File: src/rtl/onchip_mem_byte_loader_pkg.sv
// Shared types and helpers for the on-chip RAM byte loader: FSM state encoding,
// byte-count to byteenable mapping and lane-masked word comparison.
package loader_pkg;

    typedef enum logic [2:0] {
        ST_IDLE,
        ST_COLLECT,
        ST_WRITE,
        ST_RD,
        ST_CHK
    } state_t;

    function automatic logic [3:0] be_from_count(input logic [2:0] n);
        case (n)
            3'd1:    return 4'b0001;
            3'd2:    return 4'b0011;
            3'd3:    return 4'b0111;
            3'd4:    return 4'b1111;
            default: return 4'b0000;
        endcase
    endfunction

    function automatic logic lanes_match(input logic [31:0] a,
                                         input logic [31:0] b,
                                         input logic [3:0]  be);
        logic ok;
        ok = 1'b1;
        for (int unsigned i = 0; i < 4; i++) begin
            if (be[i] && (a[8*i +: 8] != b[8*i +: 8]))
                ok = 1'b0;
        end
        return ok;
    endfunction

endpackage

File: src/rtl/onchip_mem_byte_loader_byte_packer.sv
// Little-endian byte packer: places each pushed byte in the next lane of a
// 32-bit word and flags when the word is complete (4 bytes or a last byte).
module byte_packer
    import loader_pkg::*;
(
    input  logic        clk,
    input  logic        reset_n,
    input  logic        clear,
    input  logic        push,
    input  logic [7:0]  data,
    input  logic        last,
    output logic [31:0] word_next,
    output logic [2:0]  count_next,
    output logic        complete,
    output logic        last_seen
);

    logic [31:0] word_q;
    logic [2:0]  count_q;
    logic        last_q;
    logic        last_next;

    always_comb begin
        word_next  = word_q;
        count_next = count_q;
        last_next  = last_q;
        complete   = 1'b0;
        if (clear) begin
            word_next  = '0;
            count_next = '0;
            last_next  = 1'b0;
        end else if (push) begin
            word_next[{count_q[1:0], 3'b000} +: 8] = data;
            count_next = count_q + 3'd1;
            last_next  = last_q | last;
            complete   = (count_q == 3'd3) || last;
        end
    end

    always_ff @(posedge clk or negedge reset_n) begin
        if (!reset_n) begin
            word_q  <= '0;
            count_q <= '0;
            last_q  <= 1'b0;
        end else begin
            word_q  <= word_next;
            count_q <= count_next;
            last_q  <= last_next;
        end
    end

    assign last_seen = last_q;

endmodule

File: src/rtl/onchip_mem_byte_loader.sv
// Streams bytes into a ring region of the 32-bit on-chip RAM over its Avalon-MM
// slave port, with optional per-word readback verification.
module onchip_mem_byte_loader
    import loader_pkg::*;
#(
    parameter int unsigned BASE_WORD   = 0,
    parameter int unsigned DEPTH_WORDS = 40000,
    parameter int unsigned VERIFY      = 1
) (
    input  logic        clk,
    input  logic        reset_n,
    input  logic        start,
    input  logic [7:0]  in_data,
    input  logic        in_valid,
    input  logic        in_last,
    output logic        in_ready,
    output logic [15:0] mem_address,
    output logic [3:0]  mem_byteenable,
    output logic        mem_chipselect,
    output logic        mem_write,
    output logic [31:0] mem_writedata,
    output logic        mem_clken,
    input  logic [31:0] mem_readdata,
    output logic        busy,
    output logic        done,
    output logic [15:0] word_count,
    output logic        overflow,
    output logic        verify_err
);

    localparam logic [15:0] BASE_L  = 16'(BASE_WORD);
    localparam logic [16:0] DEPTH_L = 17'(DEPTH_WORDS);

    state_t      state, state_next;
    logic [15:0] wc_next;
    logic [16:0] wc_plus;
    logic        ovf_next, verr_next, busy_next, done_next, ready_next;
    logic        cs_next, we_next, advance;
    logic [15:0] addr_next;
    logic [3:0]  be_next;
    logic [31:0] wd_next;

    logic        pk_clear, pk_push, pk_complete, pk_last_seen;
    logic [31:0] pk_word_next;
    logic [2:0]  pk_count_next;

    byte_packer u_packer (
        .clk        (clk),
        .reset_n    (reset_n),
        .clear      (pk_clear),
        .push       (pk_push),
        .data       (in_data),
        .last       (in_last),
        .word_next  (pk_word_next),
        .count_next (pk_count_next),
        .complete   (pk_complete),
        .last_seen  (pk_last_seen)
    );

    always_comb begin
        state_next = state;
        wc_next    = word_count;
        wc_plus    = {1'b0, word_count} + 17'd1;
        ovf_next   = overflow;
        verr_next  = verify_err;
        addr_next  = mem_address;
        be_next    = mem_byteenable;
        wd_next    = mem_writedata;
        busy_next  = 1'b1;
        done_next  = 1'b0;
        pk_clear   = 1'b0;
        pk_push    = 1'b0;
        advance    = 1'b0;

        case (state)
            ST_IDLE: begin
                busy_next = 1'b0;
                if (start) begin
                    state_next = ST_COLLECT;
                    wc_next    = '0;
                    ovf_next   = 1'b0;
                    verr_next  = 1'b0;
                    pk_clear   = 1'b1;
                    busy_next  = 1'b1;
                end
            end
            ST_COLLECT: begin
                pk_push = in_valid & in_ready;
                // Write beat is registered from the packer's next-word view so it
                // lands in the cycle right after the completing byte.
                if (pk_complete) begin
                    state_next = ST_WRITE;
                    addr_next  = BASE_L + word_count;
                    be_next    = be_from_count(pk_count_next);
                    wd_next    = pk_word_next;
                end
            end
            ST_WRITE: begin
                if (VERIFY != 0)
                    state_next = ST_RD;
                else
                    advance = 1'b1;
            end
            ST_RD: state_next = ST_CHK;
            ST_CHK: begin
                if (!lanes_match(mem_readdata, mem_writedata, mem_byteenable))
                    verr_next = 1'b1;
                advance = 1'b1;
            end
            default: state_next = ST_IDLE;
        endcase

        if (advance) begin
            pk_clear = 1'b1;
            if (wc_plus == DEPTH_L) begin
                wc_next  = '0;
                ovf_next = 1'b1;
            end else begin
                wc_next = wc_plus[15:0];
            end
            if (pk_last_seen) begin
                done_next  = 1'b1;
                state_next = ST_IDLE;
            end else begin
                state_next = ST_COLLECT;
            end
        end

        ready_next = (state_next == ST_COLLECT);
        cs_next    = (state_next == ST_WRITE) || (state_next == ST_RD);
        we_next    = (state_next == ST_WRITE);
    end

    always_ff @(posedge clk or negedge reset_n) begin
        if (!reset_n) begin
            state          <= ST_IDLE;
            word_count     <= '0;
            overflow       <= 1'b0;
            verify_err     <= 1'b0;
            in_ready       <= 1'b0;
            mem_chipselect <= 1'b0;
            mem_write      <= 1'b0;
            mem_address    <= '0;
            mem_byteenable <= '0;
            mem_writedata  <= '0;
            busy           <= 1'b0;
            done           <= 1'b0;
            mem_clken      <= 1'b1;
        end else begin
            state          <= state_next;
            word_count     <= wc_next;
            overflow       <= ovf_next;
            verify_err     <= verr_next;
            in_ready       <= ready_next;
            mem_chipselect <= cs_next;
            mem_write      <= we_next;
            mem_address    <= addr_next;
            mem_byteenable <= be_next;
            mem_writedata  <= wd_next;
            busy           <= busy_next;
            done           <= done_next;
            mem_clken      <= 1'b1;
        end
    end

endmodule

File: config.mk
export PLATFORM = sky130hd
export DESIGN_NAME = onchip_mem_byte_loader
export DESIGN_NICKNAME = d
export VERILOG_FILES = /design/src/rtl/onchip_mem_byte_loader_pkg.sv /design/src/rtl/onchip_mem_byte_loader_byte_packer.sv /design/src/rtl/onchip_mem_byte_loader.sv
export SDC_FILE = /design/constraint.sdc
export NUM_CORES = 1
export LEC_CHECK = 0
export ABC_AREA = 0
export CAP_MARGIN = 20
export CORE_MARGIN = 4
export CORE_UTILIZATION = 51
export CTS_BUF_LIST = sky130_fd_sc_hd__clkbuf_8 sky130_fd_sc_hd__clkbuf_16
export DETAILED_ROUTE_END_ITERATION = 7
export PLACE_DENSITY = 0.81
export SYNTH_ARGS = -nofsm -noshare
export SYNTH_HDL_FRONTEND = slang
export SYNTH_HIERARCHICAL = 1
export SYNTH_SLANG_ARGS = --single-unit
File: constraint.sdc
create_clock -name clk -period 4.55 [get_ports clk]
set_input_delay 1.365 -clock clk [delete_from_list [all_inputs] [get_ports clk]]
set_output_delay 1.365 -clock clk [all_outputs]
set_load 0.01 [all_outputs]
==> summary.txt <==
Run status
  • Outcome: finished clean

Synthesis
  • Top cells by area, synth: dfrtp_1 53%, mux2_2 10%, xnor2_1 5.7%
  • Synth Register Bits: 114
  • EDFF count, synth: 0
  • Mapped Nets: 524
  • Ys Warns: 6
  • Gate Count Post-Synth: 471
  • Simple-gate share of the synthesized area: 13.2%
  • Post-synthesis sequential area ratio: 52.7%
  • Post-Syn Area per Cell: 11.5 um^2
  • Post-Synth XOR/XNOR Area: 5.99%
  • Top cell type's share of synthesized area: 52.7%
  • Combinational family with the most area after synthesis: simple AND/OR/NAND/NOR gates
  • Top cell type by total area after synthesis: dfrtp_1
  • Top_reg_cell synth: dfrtp_1
  • Netlist Area Pre-Place: 0.00541 mm^2
  • Post-synth ARST share: 100%
  • Compound-Gate Fraction of Synth Area: 11.7%
  • Post-synthesis adder-cell area fraction: 1.85%
  • Synth cell types: 62
  • Top-count cell post-synth: dfrtp_1
  • Mux share of post-synthesis cell area: 10.8%
  • Synth top cells by count: 114 x dfrtp_1, 50 x mux2_2, 44 x nand2_1

Clock tree
  • CTS Root Buffer Type: clkbuf_8
  • Clock-pin transition on the worst setup and hold timing paths: 0.06 ns
  • H-tree depth: 4
  • CTS Sinks: 114
  • # Post-CTS Setup Buffers: 0
  • Longest Clk Path Bufs: 2
  • Post_cts resized: 0
  • Num CTS Buffers: 17
  • Worst-Skew Late Latency: 0.51 ns
  • CTS Hold Buffers Added: 0
  • TritonCTS clock tree: done

Floorplanning
  • Die Y: 111 um
  • Die width: 111 um
  • Die Area: 0.0123 mm^2
  • Initial Util: 52.4%
  • Row Count: 37
  • # IOs: 121
  • Core area: 0.0103 mm^2

GRT
  • Vias in the first global route: 4412
  • First-pass GRT wire length: 22.3 mm
  • Pin count of the biggest net entering global routing: 72
  • Initial antenna violation count: 0
  • Gr usage total: 22.4%
  • Overflow after GRT: 0

Critical path
  • Crit path max fanout: 39
  • Worst Setup End Kind: flop
  • Crit Path Class: primary input to flop
  • Required @ worst endpoint: 4.94 ns
  • Crit path launch type: primary input
  • Critical Path AT: 3.75 ns

Placement
  • Dpl hpwl: 9.47 mm
  • Global placer's final weighted congestion: 0.893
  • Area post-placement: 0.00667 mm^2
  • Inst Count DP: 710
  • Port-buffer cells: 119

Cells and area
  • Final instance area: 0.00724 mm^2
  • Final Instance Count excl. Fillers: 742
  • # fillers: 731
  • Area Overhead vs Synth: 33.8%
  • Core Util, Final: 70.2%
  • Number of antenna repair diodes: 0
  • Final #Nets: 646
  • Layout cell share with drive strength beyond 1: 16.5%

Drt
  • DR WL/cell: 18.2 um
  • Initial DRC Count: 314
  • DR vias: 4267
  • Post-route DRC: 0
  • Final WL: 13.5 mm
  • Pre-Repair DR Iteration Count: 5
  • DR vias/cell: 5.75
  • Post-route ant nets: 0

Run
  • Max-cap violations: 0

STA
  • Setup TNS: 0 ns
  • Final Skew: 0.00802 ns
  • Max-slew violations: 0
  • Setup violations, final: 0
  • Max Clk Rate: 297 MHz
  • Actual slew at the worst max-slew pin: 0.864 ns
  • Worst slew margin: 42.4%
  • RSZ-0062 raised after global routing: false
  • Final Hold Slack: 0.493 ns
  • Period utilization: 74.0%
  • Final Hold Viols: 0
  • Minimum clock period: 3.37 ns

Power and ir drop
  • PwrDens: 466 mW/mm^2
  • Leakage power: 0.00315 uW
  • Peak supply drop: 0.000237 V

Hold path
  • Hold WC Path Type: flop to flop
## cell families (layout without fill, tap and decap cells)
group / count (synthesis) / in the layout
adder cells (fa/ha/maj): 8 / 8
multiplexers: 52 / 52
AND/OR/NAND/NOR: 137 / 137
other: 1 / 1
XOR/XNOR: 37 / 37
flip-flops: 114 / 114
buffers and inverters: 33 / 168
AO/OA/AOI/OAI: 89 / 89
## cells in the final DEF, fill, tap and decap left out, types with 12 or more instances in the layout
cell type	n
o21ai_0	34
dfrtp_1	114
inv_1	12
mux2_2	50
nand4_1	14
nor2_1	26
clkbuf_16	16
xnor2_1	35
nand2_1	44
clkdlybuf4s50_1	118
nand3_1	19
a21oi_1	13
## power by group
group          switching (uW)  total (uW)  internal [uW]  leakage [uW]
sequential                109        1260           1150       0.00157
combinational             468         864            395       0.00131
clock                     469        1260            789      0.000277
## state kept, by name, summed over array words and instances, names as in the netlist
| name | flops |
|---|---|
| mem_writedata | 32 |
| u_packer/word_q | 32 |
| mem_address | 16 |
| word_count | 16 |
| mem_byteenable | 4 |
| state | 3 |
| u_packer/count_q | 3 |
| busy | 1 |
| done | 1 |
| in_ready | 1 |
| mem_chipselect | 1 |
| mem_write | 1 |
| overflow | 1 |
| u_packer/last_seen | 1 |
| verify_err | 1 |
## worst paths after layout
kind                                     start             endpoint  slack, ns  cells past startpoint
max                                      start    mem_writedata[30]       1.18                     10
min                        u_packer/word_q[12]  u_packer/word_q[12]       0.49                      1
max reg2reg                      word_count[0]        word_count[6]       1.70                      7
min reg2reg                u_packer/word_q[12]  u_packer/word_q[12]       0.49                      1
max in group asynchronous              reset_n    mem_byteenable[3]       2.72                      2
min in group asynchronous              reset_n       mem_address[4]       0.96                      1
## routing by layer
| metal | share of wire, % | track usage, % | vias to the layer above |
|---|---|---|---|
| met1 | 41 | 28.3 | 2131 |
| li1 | - | - | 1942 |
| met5 | 0 | 0 | - |
| met4 | 2.1 | 7.70 | 0 |
| met2 | 51 | 37.7 | 168 |
| met3 | 6.3 | 5.57 | 26 |
## final cells by class
class                           instances  area (um^2)  area share [%]
Inverter                               10         37.5           0.518
Sequential cell                       114         2850            39.4
Multi-Input combinational cell        324         2360            32.6
Timing Repair Buffer                  126         1250            17.3
Clock inverter                         14          141            1.95
Clock buffer                           18          428            5.91
Tap cell                              136          170            2.35
## per-stage QoR
| stage | worst slack, ns | total power (uW) |
|---|---|---|
| floorplan | 0.482 | 1740 |
| global placement | 0.861 | 2090 |
| detailed placement | 0.742 | 2120 |
| CTS | 1.21 | 3380 |
| global route | 1.01 | 3530 |
| finish | 1.18 | 3380 |
## critical path, stage by stage
cell and delay, ns:
clkdlybuf4s50_1 0.47, o21ai_1 0.19, inv_1 0.19, clkinv_1 0.09, o211a_1 0.13, inv_1 0.05, nor2_1 0.15, and2_2 0.42
buf_12 0.28, mux2_2 0.37
Note: power is estimated with default switching activity, not from simulation.
